--- src/rtl/lcd_frame_sink_if.sv ---
// FIFO-side and pixel-side signal bundle for lcd_frame_sink.
// The slave modport is the sink itself; the master modport is its environment.
interface lcd_frame_sink_if;
    logic [16:0] queue_data;
    logic        queue_empty;
    logic        queue_rd_en;
    logic [15:0] pix_data;
    logic        pix_valid;
    logic        pix_ready;
    logic [15:0] pix_x;
    logic [15:0] pix_y;
    logic        pix_sof;
    logic        pix_eol;
    logic        frame_done;
    logic        sync_error;

    modport slave (
        input  queue_data, queue_empty, pix_ready,
        output queue_rd_en, pix_data, pix_valid, pix_x, pix_y,
        output pix_sof, pix_eol, frame_done, sync_error
    );

    modport master (
        output queue_data, queue_empty, pix_ready,
        input  queue_rd_en, pix_data, pix_valid, pix_x, pix_y,
        input  pix_sof, pix_eol, frame_done, sync_error
    );
endinterface

--- src/rtl/lcd_frame_sink.sv ---
// Pops tagged words from the LCD output FIFO, parses frame/row markers and emits pixels with x/y.
// Optional LCD_SINK_STATS_EN adds saturating frame_count / error_count outputs.
//
// state      | meaning
// WAIT_FRAME | discard words until a frame-start marker
// WAIT_ROW   | expect a row-start marker
// PIXELS     | forward FRAME_WIDTH pixels of the current row
// WAIT_END   | expect the frame-end marker after the last row
module lcd_frame_sink #(
    parameter int FRAME_WIDTH  = 480,
    parameter int FRAME_HEIGHT = 272
) (
    input  logic                clk,
    input  logic                reset,
`ifdef LCD_SINK_STATS_EN
    output logic [15:0]         frame_count,
    output logic [15:0]         error_count,
`endif
    lcd_frame_sink_if.slave     bus
);

    localparam logic [16:0] MK_SOF = 17'h10000;
    localparam logic [16:0] MK_SOL = 17'h10001;
    localparam logic [16:0] MK_EOF = 17'h1FFFF;
    localparam logic [15:0] COL_LAST = 16'(FRAME_WIDTH - 1);
    localparam logic [15:0] ROW_LAST = 16'(FRAME_HEIGHT - 1);

    typedef enum logic [1:0] {WAIT_FRAME, WAIT_ROW, PIXELS, WAIT_END} state_t;

    state_t      state_q;
    logic [15:0] col_q, row_q;
    logic [15:0] pix_data_q, pix_x_q, pix_y_q;
    logic        pix_valid_q, pix_sof_q, pix_eol_q;
    logic        frame_done_q, sync_error_q;

    logic [16:0] skid_q [2];
    logic [16:0] skid_d [2];
    logic [1:0]  cnt_q, cnt_d;
    logic        inflight_q;

    logic [1:0]  occupancy;
    logic        rd_en;
    logic        head_valid;
    logic [16:0] head;
    logic        slot_free;
    logic        consume;
    logic        push;

    // Pops are only issued while the skid plus the word in flight leave room for the returning data.
    assign occupancy  = cnt_q + {1'b0, inflight_q};
    assign rd_en      = !reset && !bus.queue_empty && (occupancy < 2'd2);
    assign head_valid = (cnt_q != 2'd0) || inflight_q;
    assign head       = (cnt_q != 2'd0) ? skid_q[0] : bus.queue_data;
    assign slot_free  = !pix_valid_q || bus.pix_ready;
    assign consume    = head_valid && ((state_q != PIXELS) || head[16] || slot_free);
    assign push       = inflight_q && !((cnt_q == 2'd0) && consume);

    always_comb begin
        skid_d = skid_q;
        cnt_d  = cnt_q;
        if (consume && (cnt_q != 2'd0)) begin
            skid_d[0] = skid_q[1];
            cnt_d     = cnt_q - 2'd1;
        end
        if (push) begin
            skid_d[cnt_d[0]] = bus.queue_data;
            cnt_d            = cnt_d + 2'd1;
        end
    end

    always_ff @(posedge clk) begin
        if (reset) begin
            skid_q[0]  <= '0;
            skid_q[1]  <= '0;
            cnt_q      <= '0;
            inflight_q <= 1'b0;
        end else begin
            skid_q     <= skid_d;
            cnt_q      <= cnt_d;
            inflight_q <= rd_en;
        end
    end

    always_ff @(posedge clk) begin
        if (reset) begin
            state_q      <= WAIT_FRAME;
            col_q        <= '0;
            row_q        <= '0;
            pix_data_q   <= '0;
            pix_x_q      <= '0;
            pix_y_q      <= '0;
            pix_valid_q  <= 1'b0;
            pix_sof_q    <= 1'b0;
            pix_eol_q    <= 1'b0;
            frame_done_q <= 1'b0;
            sync_error_q <= 1'b0;
        end else begin
            frame_done_q <= 1'b0;
            sync_error_q <= 1'b0;
            if (pix_valid_q && bus.pix_ready) begin
                pix_valid_q <= 1'b0;
            end
            if (consume) begin
                case (state_q)
                    WAIT_FRAME: begin
                        if (head == MK_SOF) begin
                            row_q   <= '0;
                            state_q <= WAIT_ROW;
                        end
                    end
                    WAIT_ROW: begin
                        if (head == MK_SOL) begin
                            col_q   <= '0;
                            state_q <= PIXELS;
                        end else begin
                            sync_error_q <= 1'b1;
                            state_q      <= WAIT_FRAME;
                        end
                    end
                    PIXELS: begin
                        if (!head[16]) begin
                            pix_data_q  <= head[15:0];
                            pix_x_q     <= col_q;
                            pix_y_q     <= row_q;
                            pix_sof_q   <= (col_q == 16'd0) && (row_q == 16'd0);
                            pix_eol_q   <= (col_q == COL_LAST);
                            pix_valid_q <= 1'b1;
                            if (col_q == COL_LAST) begin
                                if (row_q == ROW_LAST) begin
                                    state_q <= WAIT_END;
                                end else begin
                                    row_q   <= row_q + 16'd1;
                                    state_q <= WAIT_ROW;
                                end
                            end else begin
                                col_q <= col_q + 16'd1;
                            end
                        end else begin
                            // A frame start mid-row is taken as the start of a fresh frame.
                            sync_error_q <= 1'b1;
                            if (head == MK_SOF) begin
                                row_q   <= '0;
                                state_q <= WAIT_ROW;
                            end else begin
                                state_q <= WAIT_FRAME;
                            end
                        end
                    end
                    WAIT_END: begin
                        if (head == MK_EOF) begin
                            frame_done_q <= 1'b1;
                        end else begin
                            sync_error_q <= 1'b1;
                        end
                        state_q <= WAIT_FRAME;
                    end
                    default: state_q <= WAIT_FRAME;
                endcase
            end
        end
    end

    assign bus.queue_rd_en = rd_en;
    assign bus.pix_data    = pix_data_q;
    assign bus.pix_valid   = pix_valid_q;
    assign bus.pix_x       = pix_x_q;
    assign bus.pix_y       = pix_y_q;
    assign bus.pix_sof     = pix_sof_q;
    assign bus.pix_eol     = pix_eol_q;
    assign bus.frame_done  = frame_done_q;
    assign bus.sync_error  = sync_error_q;

`ifdef LCD_SINK_STATS_EN
    logic [15:0] frame_count_q, error_count_q;

    always_ff @(posedge clk) begin
        if (reset) begin
            frame_count_q <= '0;
            error_count_q <= '0;
        end else begin
            if (frame_done_q && (frame_count_q != 16'hFFFF)) begin
                frame_count_q <= frame_count_q + 16'd1;
            end
            if (sync_error_q && (error_count_q != 16'hFFFF)) begin
                error_count_q <= error_count_q + 16'd1;
            end
        end
    end

    assign frame_count = frame_count_q;
    assign error_count = error_count_q;
`endif

endmodule

--- src/flat_wrapper.sv ---
// flat-port wrapper written by rule: the top's interface ports become plain ports
module lcd_frame_sink_flat 
#(
    parameter int FRAME_WIDTH  = 480,
    parameter int FRAME_HEIGHT = 272
)
  (clk, reset, bus_queue_data, bus_queue_empty, bus_pix_ready, bus_queue_rd_en, bus_pix_data, bus_pix_valid, bus_pix_x, bus_pix_y, bus_pix_sof, bus_pix_eol, bus_frame_done, bus_sync_error);
  lcd_frame_sink_if bus_i ();
  input  logic clk;
  input  logic reset;
  input wire logic [$bits(bus_i.queue_data)-1:0] bus_queue_data;
  input wire logic [$bits(bus_i.queue_empty)-1:0] bus_queue_empty;
  input wire logic [$bits(bus_i.pix_ready)-1:0] bus_pix_ready;
  output wire logic [$bits(bus_i.queue_rd_en)-1:0] bus_queue_rd_en;
  output wire logic [$bits(bus_i.pix_data)-1:0] bus_pix_data;
  output wire logic [$bits(bus_i.pix_valid)-1:0] bus_pix_valid;
  output wire logic [$bits(bus_i.pix_x)-1:0] bus_pix_x;
  output wire logic [$bits(bus_i.pix_y)-1:0] bus_pix_y;
  output wire logic [$bits(bus_i.pix_sof)-1:0] bus_pix_sof;
  output wire logic [$bits(bus_i.pix_eol)-1:0] bus_pix_eol;
  output wire logic [$bits(bus_i.frame_done)-1:0] bus_frame_done;
  output wire logic [$bits(bus_i.sync_error)-1:0] bus_sync_error;
  assign bus_i.queue_data = bus_queue_data;
  assign bus_i.queue_empty = bus_queue_empty;
  assign bus_i.pix_ready = bus_pix_ready;
  assign bus_queue_rd_en = bus_i.queue_rd_en;
  assign bus_pix_data = bus_i.pix_data;
  assign bus_pix_valid = bus_i.pix_valid;
  assign bus_pix_x = bus_i.pix_x;
  assign bus_pix_y = bus_i.pix_y;
  assign bus_pix_sof = bus_i.pix_sof;
  assign bus_pix_eol = bus_i.pix_eol;
  assign bus_frame_done = bus_i.frame_done;
  assign bus_sync_error = bus_i.sync_error;
  lcd_frame_sink #(.FRAME_WIDTH(FRAME_WIDTH), .FRAME_HEIGHT(FRAME_HEIGHT)) u_core (.clk(clk), .reset(reset), .bus(bus_i));
endmodule
--- config.mk ---
export PLATFORM = sky130hd
export DESIGN_NAME = lcd_frame_sink_flat
export DESIGN_NICKNAME = d
export VERILOG_FILES = /design/src/rtl/lcd_frame_sink_if.sv /design/src/rtl/lcd_frame_sink.sv /design/src/flat_wrapper.sv
export SDC_FILE = /design/constraint.sdc
export NUM_CORES = 1
export LEC_CHECK = 0
export ABC_AREA = 1
export BUFFER_PORTS_ARGS = -buffer_cell sky130_fd_sc_hd__buf_2
export CAP_MARGIN = 15
export CELL_PAD_IN_SITES_DETAIL_PLACEMENT = 1
export CELL_PAD_IN_SITES_GLOBAL_PLACEMENT = 2
export CORE_MARGIN = 2
export CORE_UTILIZATION = 32
export DETAILED_ROUTE_END_ITERATION = 8
export PLACE_DENSITY_LB_ADDON = 0.1
export RECOVER_POWER = 50
export SLEW_MARGIN = 30
export SYNTH_ARGS = -nofsm -noshare
export SYNTH_HDL_FRONTEND = slang
export SYNTH_SLANG_ARGS = --single-unit
--- constraint.sdc ---
create_clock -name clk -period 2.75 [get_ports clk]
set_input_delay 0.55 -clock clk [delete_from_list [all_inputs] [get_ports clk]]
set_output_delay 0.55 -clock clk [all_outputs]
set_load 0.01 [all_outputs]
**Yosys cells after proc, flatten, opt, wreduce, memory -nomap -nowiden**

Cells that the tools add are included.

- Input port bits: 21
- Output and inout port bits: 54
- Flip-flop bits (word level): 124

- Bitwise gates (word level): 4
- Add/subtract/negate cells: 5
- Eq/ne operators: 15
- Multiplexer cells: 33
- Reductions and logical operators: 30
- Magnitude comparators: 3

Operators by type and width:

| operator | number |
|---|---|
| 2-to-1 mux 16 bit | 7 |
| one-hot mux 16 bit (2 select lines) | 2 |
| == test 17 bit, second input constant | 3 |
| 2-to-1 mux 17 bit | 3 |
| bitwise mux 34 bit | 1 |
| 2-to-1 mux 34 bit | 1 |
| adder 16 x 1 -> 16 bit, second input constant | 2 |
| == test 16 x 9 -> 1 bit, second input constant | 2 |
| zero test 16 bit | 2 |
| demux 17 bit (select 1 bit) | 1 |
| 2-to-1 mux 2 bit | 7 |
| logical AND 1 bit | 9 |
| 2-to-1 mux 1 bit | 9 |
| one-hot mux 2 bit (4 select lines) | 1 |
| inequality test 2 bit, second input constant | 3 |
| AND reduction 3 bit | 2 |
| nonzero test 2 bit | 3 |
| AND reduction 5 bit | 1 |
| == test 2 bit, second input constant | 2 |
| zero test 1 bit | 4 |
| zero test 2 bit | 2 |
| logical OR 1 bit | 4 |
| inequality test 2 x 1 -> 1 bit, second input constant | 2 |
| AND reduction 4 bit | 1 |
| other kinds (14) | 16 |

**Longest topological paths before layout**

- Word-level depth: 14
- Gate-level depth with buffers: 17

**Worst setup path before layout**

Ideal clock, no wire load.

- Path type: flip-flop to flip-flop
- Start: register u_core.cnt_q[0]
- End: register with a tool-made name
- Setup time: 133 ps
- Arrival time: 2143 ps
- Path slack: 474 ps
- Required time: 2617 ps
- Cell stages (with the launch flop): 16
- Buffers on the path: 3
- Cell sequence: dfxtp_1 -> inv_1 -> ha_1 -> buf_6 -> inv_6 -> nand2_1 -> nand2_2 -> nand3_4 -> nand2_4 -> xor2_2 -> inv_1 -> ha_1 -> clkbuf_1 -> clkbuf_1 -> o21ai_0 -> a21oi_1

RTL lines:

| element | RTL line | RTL |
|---|---|---|
| from (decl) | lcd_frame_sink.sv:38 | `logic [1:0] cnt_q, cnt_d;` |
| from (signal assigned) | lcd_frame_sink.sv:79 | `cnt_q <= cnt_d;` |

**Worst setup path after layout**

- Start: register u_core.cnt_q[0]
- End: register u_core.row_q[12]

- Cells in the longest elaborated chain, start to end: 6
- Elaborated cells between the ends (all ways): 13

Ends and longest elaborated chain:

| element | RTL line | RTL |
|---|---|---|
| nonzero test 2 bit (*) | lcd_frame_sink.sv:52, lcd_frame_sink.sv:53 |  |
| 2-to-1 mux 17 bit | lcd_frame_sink.sv:53 | `assign head = (cnt_q != 2'd0) ? skid_q[0] : bus.queue_data;` |
| == test 17 bit / logical OR 1 bit (equally long branches) | lcd_frame_sink.sv:106, lcd_frame_sink.sv:141, lcd_frame_sink.sv:55 |  |
| 2-to-1 mux 16 bit / logical OR 1 bit (equally long branches) | - |  |
| 2-to-1 mux 16 bit / logical AND 1 bit (equally long branches) | lcd_frame_sink.sv:121, lcd_frame_sink.sv:55 |  |
| one-hot mux 16 bit (2 select lines) / AND reduction 4 bit (equally long branches) | - |  |
| to (signal assigned) | lcd_frame_sink.sv:132 | `row_q <= row_q + 16'd1;` |
| to (decl) | lcd_frame_sink.sv:31 | `logic [15:0] col_q, row_q;` |

Every way passes the cells marked *; elsewhere a longest branch is shown, timed or not.
A chain may end at the register's enable or synchronous reset.

==> impl_results.html <==
<table>
<tr><th>Metric</th><th>Value</th></tr>
<tr><th colspan="2">Outcome</th></tr>
<tr><td>Run status</td><td>finished clean</td></tr>
<tr><th colspan="2">Timing</th></tr>
<tr><td>Worst-Margin Slew</td><td>0.689 ns</td></tr>
<tr><td>Max-Slew Margin vs Limit</td><td>54.0%</td></tr>
<tr><td>Shortest clock period the worst path allows after layout</td><td>2.54 ns</td></tr>
<tr><td>Total negative slack</td><td>0 ns</td></tr>
<tr><td>Fmax</td><td>0.394 GHz</td></tr>
<tr><td>Final Max Tran Viols</td><td>0</td></tr>
<tr><td>Unrepaired setup endpoints after global routing</td><td>no</td></tr>
<tr><td>Largest clock skew in the final design</td><td>0.0125 ns</td></tr>
<tr><td>Setup violation total in the final timing report</td><td>0</td></tr>
<tr><td>Final-report hold violation count</td><td>0</td></tr>
<tr><td>Share of the clock period used by the worst path after layout</td><td>92.4%</td></tr>
<tr><th colspan="2">Route</th></tr>
<tr><td>Via count</td><td>6070</td></tr>
<tr><td>Antenna-violating nets left</td><td>0</td></tr>
<tr><td>Drt first-iter violations</td><td>346</td></tr>
<tr><td>First-pass DRT Iterations</td><td>4</td></tr>
<tr><td>Via density</td><td>5.08</td></tr>
<tr><td>Residual DRC</td><td>0</td></tr>
<tr><td>Total Routed Length</td><td>20400 um</td></tr>
<tr><td>Routed wire per std cell</td><td>17.1 um</td></tr>
<tr><th colspan="2">Synthesis</th></tr>
<tr><td>Synth Register Bits</td><td>124</td></tr>
<tr><td>Mean post-synth cell area</td><td>6.85 um2</td></tr>
<tr><td>Number of synthesis warnings</td><td>0</td></tr>
<tr><td>Register area share after synthesis</td><td>41.1%</td></tr>
<tr><td>Syn nets</td><td>909</td></tr>
<tr><td>Leading cell type by number of instances after synthesis</td><td>sky130_fd_sc_hd__nand2_1</td></tr>
<tr><td>Count of mapped cells out of synthesis</td><td>882</td></tr>
<tr><td>Most numerous cell types in the synthesized netlist</td><td>sky130_fd_sc_hd__nand2_1 (208), sky130_fd_sc_hd__dfxtp_1 (124), sky130_fd_sc_hd__nor2_1 (98)</td></tr>
<tr><td>Biggest area contributors in the synthesized netlist</td><td>sky130_fd_sc_hd__dfxtp_1 (41%), sky130_fd_sc_hd__nand2_1 (13%), sky130_fd_sc_hd__a21oi_1 (7.9%)</td></tr>
<tr><td>Post-Synthesis Cell Area</td><td>6050 um2</td></tr>
<tr><td>Synth cell types</td><td>35</td></tr>
<tr><td>Cell type with the largest total area after synthesis</td><td>sky130_fd_sc_hd__dfxtp_1</td></tr>
<tr><td>Most used DFF post-synth</td><td>sky130_fd_sc_hd__dfxtp_1</td></tr>
<tr><td>Count of flip-flops with a built-in enable after synthesis</td><td>0</td></tr>
<tr><td>Top cell type's share of synthesized area</td><td>41.1%</td></tr>
<tr><td>Async set-or-reset flop fraction in the synthesized netlist</td><td>0%</td></tr>
<tr><th colspan="2">Global routing</th></tr>
<tr><td>GR Util met2</td><td>38.1%</td></tr>
<tr><td>Total gr overflow</td><td>0</td></tr>
<tr><td>Total global-route track usage</td><td>21.0%</td></tr>
<tr><td>Vias in the first global route</td><td>6324</td></tr>
<tr><td>Busiest layer in global routing</td><td>met2</td></tr>
<tr><td>Antenna violations before repair</td><td>0</td></tr>
<tr><td>GR Util met3</td><td>3.85%</td></tr>
<tr><td>Wire length of the first global-routing pass</td><td>33100 um</td></tr>
<tr><td>Pin count of the biggest net entering global routing</td><td>72</td></tr>
<tr><td>GR Util met1</td><td>25.5%</td></tr>
<tr><th colspan="2">Cells and area</th></tr>
<tr><td>Filler cell count</td><td>2399</td></tr>
<tr><td>Final Instance Count excl. Fillers</td><td>1194</td></tr>
<tr><td>Area of combinational cells with multiple inputs</td><td>3010 um2</td></tr>
<tr><td>Combined flip-flop and latch cell area</td><td>2480 um2</td></tr>
<tr><td>Total inserted antenna cells</td><td>0</td></tr>
<tr><td>Fraction of final layout cells with drive strength greater than 1</td><td>10.5%</td></tr>
<tr><td>Net count, final</td><td>976</td></tr>
<tr><td>Synth-to-Final Area Change</td><td>18.5%</td></tr>
<tr><th colspan="2">Setup path</th></tr>
<tr><td>Critical path endpoint category</td><td>register</td></tr>
<tr><td>Arrival time of the worst setup path</td><td>2.91 ns</td></tr>
<tr><td>Max Fanout on Critical Path</td><td>12</td></tr>
<tr><td>Data required time at the worst endpoint</td><td>3.12 ns</td></tr>
<tr><td>Ordered list of cells on the worst path</td><td>inv_1, ha_1, inv_6, nand2_1, nand2_2, nand2_1, inv_1, buf_4, nand2_1, nand2_1, inv_1, nand2_1, nor2_1, o21ai_0, nand2_1, nor2_1</td></tr>
<tr><td>Category of the critical setup timing path</td><td>reg2reg</td></tr>
<tr><td>CP bufs+invs</td><td>5</td></tr>
<tr><td>Element type at the critical path start</td><td>register</td></tr>
<tr><td>Cell repeated most along the worst path</td><td>sky130_fd_sc_hd__nand2_1</td></tr>
<tr><td>Cell class contributing the biggest share of worst-path delay</td><td>simple AND/OR/NAND/NOR gates</td></tr>
<tr><td>Maximum cell stage delay along the critical path</td><td>0.40 ns</td></tr>
<tr><td>Slowest cell on the critical path</td><td>sky130_fd_sc_hd__dfxtp_1</td></tr>
<tr><th colspan="2">CTS</th></tr>
<tr><td>Cts hold-fix bufs</td><td>0</td></tr>
<tr><td>Bufs on Longest Clock Path</td><td>2</td></tr>
<tr><td>Library cell used as clock root buffer</td><td>sky130_fd_sc_hd__clkbuf_16</td></tr>
<tr><td>Clock-pin transition on the worst setup and hold timing paths</td><td>0.06 ns</td></tr>
<tr><td>TritonCTS buffer count</td><td>17</td></tr>
<tr><td>TritonCTS clock tree</td><td>built</td></tr>
<tr><td>Worst-skew pair later-pin latency</td><td>0.43 ns</td></tr>
<tr><td>Clock sink total</td><td>124</td></tr>
<tr><td>H-tree levels</td><td>4</td></tr>
<tr><th colspan="2">Hold path</th></tr>
<tr><td>Kind of path behind the tightest hold check</td><td>in2reg</td></tr>
<tr><th colspan="2">Placed design</th></tr>
<tr><td>Final RePlAce weighted congestion</td><td>0.847</td></tr>
<tr><td>Placed insts</td><td>1162</td></tr>
<tr><td>Port Buffers</td><td>74</td></tr>
<tr><td>Post-detail-place hpwl</td><td>14200 um</td></tr>
<tr><th colspan="2">Pwr</th></tr>
<tr><td>Max rail drop VDD</td><td>0.414 mV</td></tr>
<tr><td>Areal power density over the cells</td><td>758 nW/um2</td></tr>
<tr><td>Leakage power total</td><td>3.00 nW</td></tr>
<tr><th colspan="2">Flow run</th></tr>
<tr><td>Max-capacitance violation count</td><td>0</td></tr>
<tr><th colspan="2">Die</th></tr>
<tr><td>Core area</td><td>18600 um2</td></tr>
<tr><td>Number of placement rows</td><td>50</td></tr>
<tr><td>Area of the die</td><td>20000 um2</td></tr>
<tr><td>Horizontal die dimension</td><td>141 um</td></tr>
<tr><td>Die Y-Extent</td><td>141 um</td></tr>
<tr><td>Io pins</td><td>75</td></tr>
<tr><td>Starting utilization of the core area</td><td>32.4%</td></tr>
</table>
[area by class of cell]
class                           instances  area share, %
Multi-Input combinational cell        629           42.0
Sequential cell                       124           34.6
Clock buffer                           22           6.34
Timing Repair Buffer                   91           6.29
Inverter                               86           4.61
Tap cell                              234           4.09
Clock inverter                          8           1.99
[per-stage QoR]
stage	total power, W	utilization (%)	setup WS, ns	instance area, um2	hold slack, ns
6_report	0.00543	38.4	0.209	7160	0.319
5_1_grt	0.00569	38.4	0.0334	7160	0.301
4_1_cts	0.00548	38.7	0.0638	7210	0.306
3_5_place_dp	0.00310	35.5	0.0852	6610	0.454
3_3_place_gp	0.00306	35.5	0.184	6610	0.442
2_1_floorplan	0.00283	-	0.474	6050	0.429
[where the power goes]
part	total [W]	switching, W	internal (W)
registers	0.00196	0.0000618	0.00190
logic	0.00110	0.000793	0.000311
clock network	0.00236	0.000839	0.00153
total	0.00543	0.00169	0.00373
[path summary, 6_finish.rpt]
path / to / cells after the start / slack [ns] / from
min reg2reg: register / 2 / 0.46 / register
max reg2reg: u_core.row_q[12] / 16 / 0.21 / u_core.cnt_q[0]
max: u_core.row_q[12] / 16 / 0.21 / u_core.cnt_q[0]
min: u_core.inflight_q / 2 / 0.32 / bus_queue_empty
[logic make-up (layout without fill, tap and decap cells)]
logic type      Yosys count  in the layout  synth area share [%]
simple gates            427            428                  30.9
compound gates          185            185                  15.6
buf+inv                 130            207                  9.44
fa+ha+maj                 6              6                  1.24
xor+xnor                  5              5                 0.849
flops                   124            124                  41.1
mux                       5              5                 0.931
[metal layers]
metal | wire (um) | part of all wire (%)
met1 | 9220 | 45
met2 | 10400 | 51
met3 | 555 | 2.7
met4 | 275 | 1.3
met5 | 0 | 0
[timing repair]
action | 4_1_cts | 5_1_grt
setup buffers | 0 | 1
gates resized for setup | 0 | 5
setup endpoints to repair | 0 | 70
[layout by cell type, fill, tap and decap left out, types with 6 or more instances in the layout]
cell | Yosys | final
sky130_fd_sc_hd__nand2_1 | 208 | 210
sky130_fd_sc_hd__dfxtp_1 | 124 | 124
sky130_fd_sc_hd__ha_1 | 6 | 6
sky130_fd_sc_hd__a21oi_1 | 96 | 96
sky130_fd_sc_hd__o21ai_0 | 73 | 73
sky130_fd_sc_hd__nor3_1 | 9 | 9
sky130_fd_sc_hd__buf_4 | 2 | 13
sky130_fd_sc_hd__nand3_1 | 55 | 55
sky130_fd_sc_hd__nand2_2 | 11 | 9
sky130_fd_sc_hd__nor2_1 | 98 | 97
sky130_fd_sc_hd__nor2_2 | 4 | 6
sky130_fd_sc_hd__clkbuf_16 | 0 | 17
sky130_fd_sc_hd__clkbuf_1 | 21 | 58
sky130_fd_sc_hd__a31oi_1 | 7 | 7
sky130_fd_sc_hd__nand4_1 | 26 | 26
sky130_fd_sc_hd__o21ai_1 | 7 | 7
sky130_fd_sc_hd__inv_1 | 77 | 77
sky130_fd_sc_hd__buf_2 | 14 | 20
Power figures use the tool's default switching activity.
